`config.mk`:
```
export PLATFORM = sky130hd
export DESIGN_NAME = reg_file_sb
export DESIGN_NICKNAME = d
export VERILOG_FILES = /design/src/rtl/reg_file_sb.sv
export SDC_FILE = /design/constraint.sdc
export NUM_CORES = 1
export LEC_CHECK = 0
export CAP_MARGIN = 20
export CORE_MARGIN = 2
export CORE_UTILIZATION = 50
export CTS_CLUSTER_SIZE = 14
export DETAILED_ROUTE_END_ITERATION = 8
export PLACE_DENSITY = 0.81
export SLEW_MARGIN = 20
export SYNTH_ARGS = -nofsm -noshare
export SYNTH_HDL_FRONTEND = slang
export SYNTH_SLANG_ARGS = --single-unit
```
`constraint.sdc`:
```
create_clock -name Clk -period 3.7 [get_ports Clk]
set_clock_uncertainty 0.15 [all_clocks]
set_input_delay 0.925 -clock Clk [delete_from_list [all_inputs] [get_ports Clk]]
set_output_delay 0.925 -clock Clk [all_outputs]
set_load 0.02 [all_outputs]
```
`src/rtl/reg_file_sb.sv`:
```
// Parametrised 2**A x W register file: three combinational read ports, one write/move port, per-register busy scoreboard.
// Optional same-cycle write-to-read forwarding when REGFILE_BYPASS_EN is defined.
module reg_file_sb #(
    parameter int W = 8,
    parameter int A = 2
) (
    input  logic             Clk,
    input  logic             Reset_n,
    input  logic             WriteEn,
    input  logic             MovEn,
    input  logic [A-1:0]     RaddrA,
    input  logic [A-1:0]     RaddrB,
    input  logic [A-1:0]     RaddrC,
    input  logic [A-1:0]     Waddr,
    input  logic [W-1:0]     DataIn,
    input  logic             ReserveEn,
    input  logic [A-1:0]     ReserveAddr,
    output logic [W-1:0]     DataOutA,
    output logic [W-1:0]     DataOutB,
    output logic [W-1:0]     DataOutC,
    output logic             BusyA,
    output logic             BusyB,
    output logic             BusyC,
    output logic [2**A-1:0]  BusyVec,
    output logic             AllBusy
);

    localparam int N = 2**A;

    logic [W-1:0] registers [N];
    logic [N-1:0] busy;
    logic [N-1:0] busy_next;
    logic         wr_any;
    logic [W-1:0] wr_val;

    assign wr_any = WriteEn | MovEn;

    // Value that lands in Registers[Waddr] this edge; the move keeps the upper W-2A bits.
    always_comb begin
        wr_val = registers[Waddr];
        if (WriteEn) begin
            wr_val = DataIn;
        end else begin
            wr_val[2*A-1:0] = {RaddrA, RaddrB};
        end
    end

    // Reserve is applied after clear so a same-cycle set on the same register wins.
    always_comb begin
        busy_next = busy;
        if (wr_any) begin
            busy_next[Waddr] = 1'b0;
        end
        if (ReserveEn) begin
            busy_next[ReserveAddr] = 1'b1;
        end
    end

    always_ff @(posedge Clk or negedge Reset_n) begin
        if (!Reset_n) begin
            for (int i = 0; i < N; i++) begin
                registers[i] <= '0;
            end
            busy <= '0;
        end else begin
            if (wr_any) begin
                registers[Waddr] <= wr_val;
            end
            busy <= busy_next;
        end
    end

    assign BusyVec = busy;
    assign AllBusy = &busy;

`ifdef REGFILE_BYPASS_EN
    logic fwd_a, fwd_b, fwd_c;
    logic rsv_a, rsv_b, rsv_c;

    assign fwd_a = wr_any && (Waddr == RaddrA);
    assign fwd_b = wr_any && (Waddr == RaddrB);
    assign fwd_c = wr_any && (Waddr == RaddrC);
    assign rsv_a = ReserveEn && (ReserveAddr == RaddrA);
    assign rsv_b = ReserveEn && (ReserveAddr == RaddrB);
    assign rsv_c = ReserveEn && (ReserveAddr == RaddrC);

    assign DataOutA = fwd_a ? wr_val : registers[RaddrA];
    assign DataOutB = fwd_b ? wr_val : registers[RaddrB];
    assign DataOutC = fwd_c ? wr_val : registers[RaddrC];

    // A forwarded write retires the pending result unless a new reservation lands on it too.
    assign BusyA = busy[RaddrA] & ~(fwd_a & ~rsv_a);
    assign BusyB = busy[RaddrB] & ~(fwd_b & ~rsv_b);
    assign BusyC = busy[RaddrC] & ~(fwd_c & ~rsv_c);
`else
    assign DataOutA = registers[RaddrA];
    assign DataOutB = registers[RaddrB];
    assign DataOutC = registers[RaddrC];

    assign BusyA = busy[RaddrA];
    assign BusyB = busy[RaddrB];
    assign BusyC = busy[RaddrC];
`endif

endmodule

```
==> impl_metrics.sql <==
INSERT INTO impl_metrics (metric_group, metric, value, unit) VALUES
('global_routing', 'via_count_of_the_first_global_routing_pass', '1655', ''),
('detailed_routing', 'drt_pass1_iterations', '4', ''),
('cells_and_area', 'syn_to_final_growth', '36.2', '%'),
('worst_hold_path', 'class_of_the_tightest_hold_or_removal_check', 'flop to flop', ''),
('die', 'std_cell_rows', '24', ''),
('timing', 'report.final.hold_viol_count', '0', ''),
('timing', 'timing_max_transition_violations_final', '0', ''),
('timing', 'holdWs', '411', 'ps'),
('worst_setup_path', 'r2r_end', 'registers[22]', ''),
('pwr', 'power.density_cell_area', '523', 'nW/µm²'),
('clocking', 'tritoncts', 'done', ''),
('global_routing', 'wire_length_of_the_first_global_routing_pass', '9010', 'µm'),
('logic_synthesis', 'synth_top_area_share', '40.6', '%'),
('logic_synthesis', 'number_of_enable_type_register_cells_in_the_synthesized_netlist', '0', ''),
('pwr', 'p_leak', '1.23', 'nW'),
('detailed_routing', 'via_per_inst', '6.09', ''),
('logic_synthesis', 'synth_async_sr_flop_share', '100', '%'),
('pwr', 'p_sw_share', '29.7', '%'),
('pwr', 'clock_power_share', '30.6', '%'),
('die', 'start_util', '51.3', '%'),
('worst_setup_path', 'crit_slowest_cell', 'sky130_fd_sc_hd__clkdlybuf4s50_1', ''),
('logic_synthesis', 'cell_accounting_for_the_most_synthesized_area', 'sky130_fd_sc_hd__dfrtp_1', ''),
('worst_hold_path', 'worstHoldStart', 'registers[11]', ''),
('pwr', 'combinationalPowerShare', '34.3', '%'),
('job', 'max_cap_violations', '0', ''),
('worst_setup_path', 'worstSetupEndpointType', 'output port', ''),
('detailed_routing', 'detail_route.wl_per_cell', '21.3', 'µm'),
('logic_synthesis', 'post_synthesis_cell_type_count', '26', ''),
('clocking', 'post-cts-setup-buffer-count', '0', ''),
('placement', 'place.gp.congestion', '0.784', ''),
('global_routing', 'grt_overflow', '0', ''),
('worst_setup_path', 'max_stage_delay', '520', 'ps'),
('placement', 'place.port_buffers', '54', ''),
('timing', 'fmax', '282', 'MHz'),
('logic_synthesis', 'synthTopCellsByCount', 'sky130_fd_sc_hd__dfrtp_1, sky130_fd_sc_hd__mux2_2, sky130_fd_sc_hd__mux4_2', ''),
('detailed_routing', 'final_antenna_net_count', '0', ''),
('worst_setup_path', 'worstPathMaxFanout', '10', ''),
('timing', 'grt_setup_unrepaired', 'false', ''),
('placement', 'detailedPlacementHpwl', '3760', 'µm'),
('logic_synthesis', 'synth_nets', '165', ''),
('timing', 'layout_min_cycle_time', '3550', 'ps'),
('pwr', 'cell_internal_pwr', '0.00111', 'W'),
('worst_setup_path', 'crit_arrival', '2470', 'ps'),
('logic_synthesis', 'ys_dominant_reg_cell', 'sky130_fd_sc_hd__dfrtp_1', ''),
('cells_and_area', 'antenna_cells_inserted', '0', ''),
('worst_setup_path', 'crit_path_start_kind', 'input port', ''),
('cells_and_area', 'post-route-cell-area', '3020', 'µm²'),
('global_routing', 'globalRouteTotalUtil', '24.1', '%'),
('worst_setup_path', 'critical_path_buf_inv_count', '3', ''),
('clocking', 'postCtsHoldBufs', '0', ''),
('die', 'die_y', '70.6', 'µm'),
('global_routing', 'antenna_found_initial', '0', ''),
('status', 'outcome', 'completed', ''),
('clocking', 'cts_root_buffer', 'sky130_fd_sc_hd__clkbuf_8', ''),
('logic_synthesis', 'syn_area_per_cell', '15.6', 'µm²'),
('detailed_routing', 'drcViolationCount', '0', ''),
('clocking', 'cts-buffers-inserted', '5', ''),
('pwr', 'sequentialPowerShare', '35.1', '%'),
('cells_and_area', 'drive_gt1_share', '41.6', '%'),
('die', 'total_die_area', '4990', 'µm²'),
('logic_synthesis', 'synth_seq_area_share', '40.6', '%'),
('worst_hold_path', 'hold_path_depth', '1', ''),
('worst_setup_path', 'r2r_slack', '2090', 'ps'),
('clocking', 'cts-root-to-sink-buffers', '2', ''),
('timing', 'finalCritPeriodShare', '95.8', '%'),
('worst_setup_path', 'depth_of_the_most_critical_reg_to_reg_path', '3', ''),
('worst_setup_path', 'cp_data_required_time', '2620', 'ps'),
('pwr', 'vdd_ir_drop_max', '0.000278', 'V'),
('pwr', 'p_total', '0.00158', 'W'),
('detailed_routing', 'routed_wirelength', '5410', 'µm'),
('die', 'fp.dieW', '70.6', 'µm');
==> cell families after synthesis <==
family,Yosys count,synth area share [%]
compound gates,8,2.76
buf+inv,14,2.99
flops,36,40.6
mux,66,47.2
simple gates,18,6.49
==> registers in the layout (all words and copies together), names as in the netlist <==
signal	count
registers	32
BusyVec	4
==> power groups by stage <==
stage / Sequential [W] / Clock (W) / Combinational [W]
after floorplan: 0.000542 / 0 / 0.000355
after global placement: 0.000547 / 0 / 0.000590
after detailed placement: 0.000559 / 0 / 0.000600
after CTS: 0.000552 / 0.000494 / 0.000549
after global routing: 0.000568 / 0.000508 / 0.000574
final: 0.000554 / 0.000483 / 0.000542
==> how the worst max path moves through the flow <==
stage | from | to | slack (ps) | cells after the start
global route | RaddrA[0] | DataOutA[1] | 120 | 4
CTS | RaddrA[0] | DataOutA[1] | 150 | 4
finish | RaddrB[0] | DataOutB[7] | 150 | 4
detailed placement | RaddrB[0] | DataOutB[0] | -60 | 4
global placement | RaddrB[0] | DataOutB[5] | -60 | 4
floorplan | RaddrA[0] | BusyA | 840 | 2
==> layer usage <==
layer,vias to the layer above,GRT usage [%],part of all wire [%]
met1,786,32.7,40
met5,-,0,0
met4,0,5.66,0.98
met2,69,40.7,51
li1,686,-,-
met3,6,5.27,7.3
==> metrics by stage <==
step | worst slack, ps | utilization, % | std cells
2_1_floorplan | 838 | - | 142
5_1_grt | 119 | 69.8 | 254
4_1_cts | 149 | 69.8 | 254
6_report | 155 | 69.8 | 254
3_5_place_dp | -57.5 | 67.0 | 246
3_3_place_gp | -56.9 | 67.0 | 246
==> cell type report <==
| class | instances | area (µm²) |
|---|---|---|
| tap | 52 | 65.1 |
| clock inverter | 3 | 90.1 |
| multi-input combinational | 92 | 1250 |
| fill | 315 | 1300 |
| inverter | 4 | 15.0 |
| timing repair buffer | 62 | 629 |
| clock buffer | 5 | 68.8 |
| sequential | 36 | 901 |
==> worst register-to-register path: stages (launching register included) <==
cell and delay, ps:
sky130_fd_sc_hd__dfrtp_1 410, sky130_fd_sc_hd__mux2_1 300, sky130_fd_sc_hd__a221o_1 360, sky130_fd_sc_hd__mux2_2 280
==> layout by cell type (no fill, tap or decap) <==
cell type | Yosys | final
sky130_fd_sc_hd__mux4_2 | 27 | 27
sky130_fd_sc_hd__nor3_4 | 1 | 1
sky130_fd_sc_hd__dlygate4sd2_1 | 0 | 27
sky130_fd_sc_hd__nor2_1 | 1 | 1
sky130_fd_sc_hd__o211ai_2 | 1 | 1
sky130_fd_sc_hd__bufinv_16 | 0 | 3
sky130_fd_sc_hd__mux2i_1 | 1 | 1
sky130_fd_sc_hd__clkbuf_8 | 0 | 5
sky130_fd_sc_hd__nand2_1 | 3 | 3
sky130_fd_sc_hd__buf_12 | 0 | 5
sky130_fd_sc_hd__nor2b_1 | 2 | 2
sky130_fd_sc_hd__o21ai_0 | 1 | 1
sky130_fd_sc_hd__nand3_1 | 1 | 1
sky130_fd_sc_hd__o22ai_1 | 3 | 3
sky130_fd_sc_hd__nor4b_1 | 2 | 2
sky130_fd_sc_hd__a221o_1 | 2 | 2
sky130_fd_sc_hd__nor2_2 | 1 | 1
sky130_fd_sc_hd__nor3b_1 | 1 | 1
sky130_fd_sc_hd__dfrtp_1 | 36 | 36
sky130_fd_sc_hd__a21oi_1 | 1 | 1
sky130_fd_sc_hd__buf_4 | 2 | 3
sky130_fd_sc_hd__mux2_2 | 36 | 36
sky130_fd_sc_hd__nand3b_1 | 2 | 2
sky130_fd_sc_hd__inv_1 | 4 | 4
sky130_fd_sc_hd__nor3b_4 | 2 | 2
sky130_fd_sc_hd__nor3_1 | 1 | 1
sky130_fd_sc_hd__mux2_1 | 2 | 2
sky130_fd_sc_hd__nand2b_1 | 1 | 1
sky130_fd_sc_hd__clkdlybuf4s50_1 | 0 | 27
==> timing repair <==
action                                  in CTS  in global routing
endpoints found under the setup margin      27                  0
endpoints found under the hold margin        0                  0
gates resized for setup                     27                  0
Power figures use the tool's default switching activity.
